### src/rtl/mem_pkg.sv
// Shared definitions for the memory request controller and the mem_mdl memory model.
package mem_pkg;

    localparam int P_MEM_DW     = 8;
    localparam int P_MEM_AW     = 5;
    localparam int P_RD_LAT_MAX = 15;

    localparam logic RW_READ  = 1'b1;
    localparam logic RW_WRITE = 1'b0;

    typedef enum logic [1:0] {
        IDLE,
        ACCESS,
        WAIT,
        RESP
    } mem_ctrl_state_t;

endpackage

### src/rtl/mem_req_ctrl.sv
// Turns a valid/ready read/write request into a one-cycle strobe toward mem_mdl and
// returns read data after a fixed latency on a valid/ready response channel.
module mem_req_ctrl #(
    parameter int P_MEM_DW = mem_pkg::P_MEM_DW,
    parameter int P_MEM_AW = mem_pkg::P_MEM_AW,
    parameter int P_RD_LAT = 1
) (
    input  logic                clk,
    input  logic                rst,
    input  logic                req_valid,
    output logic                req_ready,
    input  logic                req_rw,
    input  logic [P_MEM_AW-1:0] req_addr,
    input  logic [P_MEM_DW-1:0] req_wdata,
    output logic                rsp_valid,
    input  logic                rsp_ready,
    output logic [P_MEM_DW-1:0] rsp_rdata,
    output logic                m_cs,
    output logic                m_rw,
    output logic [P_MEM_AW-1:0] m_addr,
    output logic [P_MEM_DW-1:0] m_wdata,
    input  logic [P_MEM_DW-1:0] m_rdata
);
    import mem_pkg::*;

    localparam int CNT_W = 4;
    localparam logic [CNT_W-1:0] CNT_LOAD = CNT_W'(P_RD_LAT - 1);

    mem_ctrl_state_t     state_q, state_d;
    logic [CNT_W-1:0]    cnt_q, cnt_d;
    logic                m_cs_q, m_cs_d;
    logic                m_rw_q, m_rw_d;
    logic [P_MEM_AW-1:0] m_addr_q, m_addr_d;
    logic [P_MEM_DW-1:0] m_wdata_q, m_wdata_d;
    logic                rsp_valid_q, rsp_valid_d;
    logic [P_MEM_DW-1:0] rsp_rdata_q, rsp_rdata_d;

    // The memory-side registers double as the request latch: they are loaded on
    // acceptance and cleared on every other cycle so the idle bus reads as zero.
    always_comb begin
        state_d     = state_q;
        cnt_d       = cnt_q;
        m_cs_d      = 1'b0;
        m_rw_d      = RW_WRITE;
        m_addr_d    = '0;
        m_wdata_d   = '0;
        rsp_valid_d = rsp_valid_q;
        rsp_rdata_d = rsp_rdata_q;

        case (state_q)
            IDLE: begin
                if (req_valid) begin
                    state_d   = ACCESS;
                    m_cs_d    = 1'b1;
                    m_rw_d    = req_rw;
                    m_addr_d  = req_addr;
                    m_wdata_d = req_wdata;
                end
            end
            ACCESS: begin
                if (m_rw_q == RW_READ) begin
                    state_d = WAIT;
                    cnt_d   = CNT_LOAD;
                end else begin
                    state_d = IDLE;
                end
            end
            WAIT: begin
                if (cnt_q == '0) begin
                    rsp_rdata_d = m_rdata;
                    rsp_valid_d = 1'b1;
                    state_d     = RESP;
                end else begin
                    cnt_d = cnt_q - CNT_W'(1);
                end
            end
            RESP: begin
                if (rsp_ready) begin
                    rsp_valid_d = 1'b0;
                    state_d     = IDLE;
                end
            end
            default: state_d = IDLE;
        endcase
    end

    always_ff @(posedge clk) begin
        if (rst) begin
            state_q     <= IDLE;
            cnt_q       <= '0;
            m_cs_q      <= 1'b0;
            m_rw_q      <= 1'b0;
            m_addr_q    <= '0;
            m_wdata_q   <= '0;
            rsp_valid_q <= 1'b0;
            rsp_rdata_q <= '0;
        end else begin
            state_q     <= state_d;
            cnt_q       <= cnt_d;
            m_cs_q      <= m_cs_d;
            m_rw_q      <= m_rw_d;
            m_addr_q    <= m_addr_d;
            m_wdata_q   <= m_wdata_d;
            rsp_valid_q <= rsp_valid_d;
            rsp_rdata_q <= rsp_rdata_d;
        end
    end

    assign req_ready = (state_q == IDLE);
    assign rsp_valid = rsp_valid_q;
    assign rsp_rdata = rsp_rdata_q;
    assign m_cs      = m_cs_q;
    assign m_rw      = m_rw_q;
    assign m_addr    = m_addr_q;
    assign m_wdata   = m_wdata_q;

endmodule

### config.mk
export PLATFORM = sky130hd
export DESIGN_NAME = mem_req_ctrl
export DESIGN_NICKNAME = d
export VERILOG_FILES = /design/src/rtl/mem_pkg.sv /design/src/rtl/mem_req_ctrl.sv
export SDC_FILE = /design/constraint.sdc
export NUM_CORES = 1
export LEC_CHECK = 0
export CAP_MARGIN = 15
export CORE_MARGIN = 2
export CORE_UTILIZATION = 35
export CTS_CLUSTER_DIAMETER = 60
export DETAILED_ROUTE_END_ITERATION = 6
export PLACE_DENSITY = 0.74
export SETUP_SLACK_MARGIN = 0.02
export SYNTH_ARGS = -nofsm -noshare
export SYNTH_HDL_FRONTEND = slang
export SYNTH_SLANG_ARGS = --single-unit
### constraint.sdc
create_clock -name clk -period 1.3 [get_ports clk]
set_input_delay 0.39 -clock clk [delete_from_list [all_inputs] [get_ports clk]]
set_output_delay 0.39 -clock clk [all_outputs]
set_load 0.05 [all_outputs]
==> run metrics <==
outcome=complete, but fails checks; violated checks=negative setup slack; number of hold-slack violations in the final timing report=0; mapped cell area=~1000 µm²; average footprint of a synthesized cell=around 9.6 µm²; flop and latch count out of synthesis=30; global routing usage summed across all routing layers=approximately 20%; routed length on met3=approximately 370 µm; Post-Synthesis Cells=108; average via count per standard cell=roughly 5.1; top sig layer=met4; post-route cell area=between 2000 and 2500 µm²; Antenna Diode Count=0; router iterations before antenna repair=3; antenna violations before repair=0; worst slack on hold paths=490.7 ps; longest individual stage delay on the worst path=340 ps; post-synthesis cell type count=22; DP Worst Slack=-208.9 ps; global-route wire length before repair=4974 µm; H-tree lvl count=2; type of origin of the critical path=flip-flop; number of nets produced by synthesis=approximately 140; unrepaired setup endpoints after global routing=true; met2 wire length=1719 µm; Cell Chain, Critical Path=buf_6 -> nor2_4 -> buf_12; area growth from synthesis to layout=111.1%; root cell of the clock tree=sky130_fd_sc_hd__clkbuf_4; leakage power=between 0.8 and 0.9 nW; effective utilization at floorplan=37.38%; core area=around 2800 µm²; Placement Rows=19; power density relative to cell area=~840 nW/µm²; Max Clock Freq=between 600 and 700 MHz; cell family with most CP delay=flip-flops; Worst Hold Class=flip-flop to flip-flop; # setup viols final=13; max-slew violation count=0; Max Clock Skew=10.78 ps; Warnings, synthesis=0; final core occ=between 70% and 80%; slowest CP cell=sky130_fd_sc_hd__dfxtp_2; Longest Clk Path Bufs=2; overall die area=around 3400 µm²; Num CTS Buffers=5; I/O pins=51; clock-pin transition on the worst setup and hold timing paths=approximately 90 ps; Worst Path Class, Setup=flip-flop to output pin; clock latency of the later-clocked register in the worst-skew pair=330 ps; proportion of layout cells with a drive suffix above 1=between 50% and 60%; TritonCTS clock tree=built; antenna-violating nets left=0; post-route clock period utilization=111.1%; met1 layer wirelength in the final routing=approximately 1200 µm; worst endpoint data arrival time=roughly 1100 ps; worst vdd rail ir drop=roughly 0.9 mV; Critical path buffers and inverters=2; Final HPWL DP=roughly 2100 µm; Overflow after GRT=0; slew at the pin with the worst max-slew slack=~310 ps; vias after detailed routing=1,069; vias in the first global route=1,070; height of the chip=just under 60 µm; max-cap viol count=0; maximum number of pins on one net before global-route repair=16; count of port buffers added during placement=50; 1st-iter DRT viols=19; wire length per cell=15.99 µm; sequential fraction of the synthesis area=approximately 58%; crit path setup slack, layout=-144.3 ps; routability congestion estimate=0.7543; data required time at the worst endpoint=910 ps; remaining routing DRC violations=0; overall die width=58.51 µm; post-detailed-routing wire length=3326 µm; maximum fanout along the worst path=4; endpoint class of the critical path=output pin; Fillers=157; placed cell areas=~1900 µm²; sinks on the clock net=30; relative max-transition margin=roughly four fifths; post-layout min period=1444 ps; # nets final=approximately 200
sequential cells by signal, indices dropped and copies added (netlist names), named ones only:
name / flops
cnt_q: 4
m_addr: 5
m_cs: 1
m_rw: 1
m_wdata: 8
rsp_rdata: 8
rsp_valid: 1
state_q: 1
synth_stat cells:
cell type,n,share of area [%]
sky130_fd_sc_hd__nor2_1,1,0.36
sky130_fd_sc_hd__a311oi_1,1,0.84
sky130_fd_sc_hd__and2_1,14,8.4
sky130_fd_sc_hd__inv_1,3,1.1
sky130_fd_sc_hd__nor2b_1,1,0.60
sky130_fd_sc_hd__nand2b_1,2,1.2
sky130_fd_sc_hd__nand3b_1,1,0.72
sky130_fd_sc_hd__nor3b_1,1,0.72
sky130_fd_sc_hd__a21oi_1,15,7.2
sky130_fd_sc_hd__or3_1,2,1.2
sky130_fd_sc_hd__nor4b_2,1,1.4
sky130_fd_sc_hd__o211ai_1,1,0.72
sky130_fd_sc_hd__dfxtp_1,30,58
sky130_fd_sc_hd__ha_1,1,1.2
sky130_fd_sc_hd__a2bb2oi_1,1,0.84
sky130_fd_sc_hd__buf_2,1,0.48
sky130_fd_sc_hd__or3b_2,1,0.84
sky130_fd_sc_hd__nand3_1,9,4.3
sky130_fd_sc_hd__clkbuf_1,5,1.8
sky130_fd_sc_hd__or4_1,2,1.4
sky130_fd_sc_hd__nand2_1,4,1.4
sky130_fd_sc_hd__o21ai_0,11,5.3
final timing paths:
kind / end / cells past startpoint / startpoint / slack [ps]
worst max-delay path: req_ready / 3 / state_q[0] / -140
worst min-delay path: rsp_rdata[3] / 2 / rsp_rdata[3] / 490
worst max register to register: cnt_q[3] / 5 / cnt_q[1] / -110
worst min register to register: rsp_rdata[3] / 2 / rsp_rdata[3] / 490
stage by stage:
stage / instances / TNS (ps) / total power [W]
6_report: 208 / -982.9 / 0.001853
5_1_grt: 208 / -1946 / 0.001927
4_1_cts: 202 / -831.0 / 0.001836
3_5_place_dp: 192 / -3388 / 0.001324
3_3_place_gp: 192 / -2374 / 0.001317
2_1_floorplan: 108 / -144.1 / 0.001106
routing by layer:
metal  up-vias  global-route usage [%]
met2        50                   34.51
met1       501                   19.97
met3         8                   10.99
met4         0                   7.973
li1        510                       -
met5         -                       0
kinds of logic (layout without fill, tap and decap cells):
logic type / Yosys count / in the layout / synth area share [%]
simple gates: 39 / 40 / 22.74
buf+inv: 9 / 77 / 3.369
flops: 30 / 30 / 57.76
compound gates: 29 / 29 / 14.92
fa+ha+maj: 1 / 1 / 1.203
final cells by class:
class                      instances  area (µm²)  share of cell area, %
timing repair buffer              67       912.1                  41.56
clock buffer                       5       37.54                  1.710
multi-input combinational         70       565.5                  25.77
inverter                           3       11.26                 0.5131
sequential                        30       619.3                  28.22
clock inverter                     2       10.01                 0.4561
tap                               31       38.79                  1.767
worst register-to-register path, stage by stage (launching register included):
cell	delay, ps
sky130_fd_sc_hd__dfxtp_2	370
sky130_fd_sc_hd__inv_2	50
sky130_fd_sc_hd__ha_4	160
sky130_fd_sc_hd__nor3b_4	160
sky130_fd_sc_hd__or4_1	490
sky130_fd_sc_hd__a21oi_2	130
cell usage in the layout, fill, tap and decap left out, drive strengths merged:
master,instances
clkinv,2
clkbuf,5
nor4b,1
nand3,9
buf,42
o21ai,11
nor2,1
nor2b,1
a21oi,15
or3,2
clkdlybuf4s50,25
a311oi,1
or3b,2
nand2,4
inv,3
ha,1
and2,14
nor3b,1
nand2b,2
or4,2
o211ai,1
nand3b,1
a2bb2oi,1
dfxtp,30
where the power goes:
| group | switching [W] | internal, W |
|---|---|---|
| logic | 0.000168 | 0.000214 |
| clock network | 0.000308 | 0.000194 |
| registers | 0.0000228 | 0.000946 |
repair_timing:
item	4_1_cts	5_1_grt
hold endpoints to repair	0	0
gates resized for setup	28	36
buffers inserted	2	5
endpoints found under the setup margin	16	36
gates cloned	1	2
hold buffers	0	0
pin swaps	8	21
(Power assumes the default switching activity.)
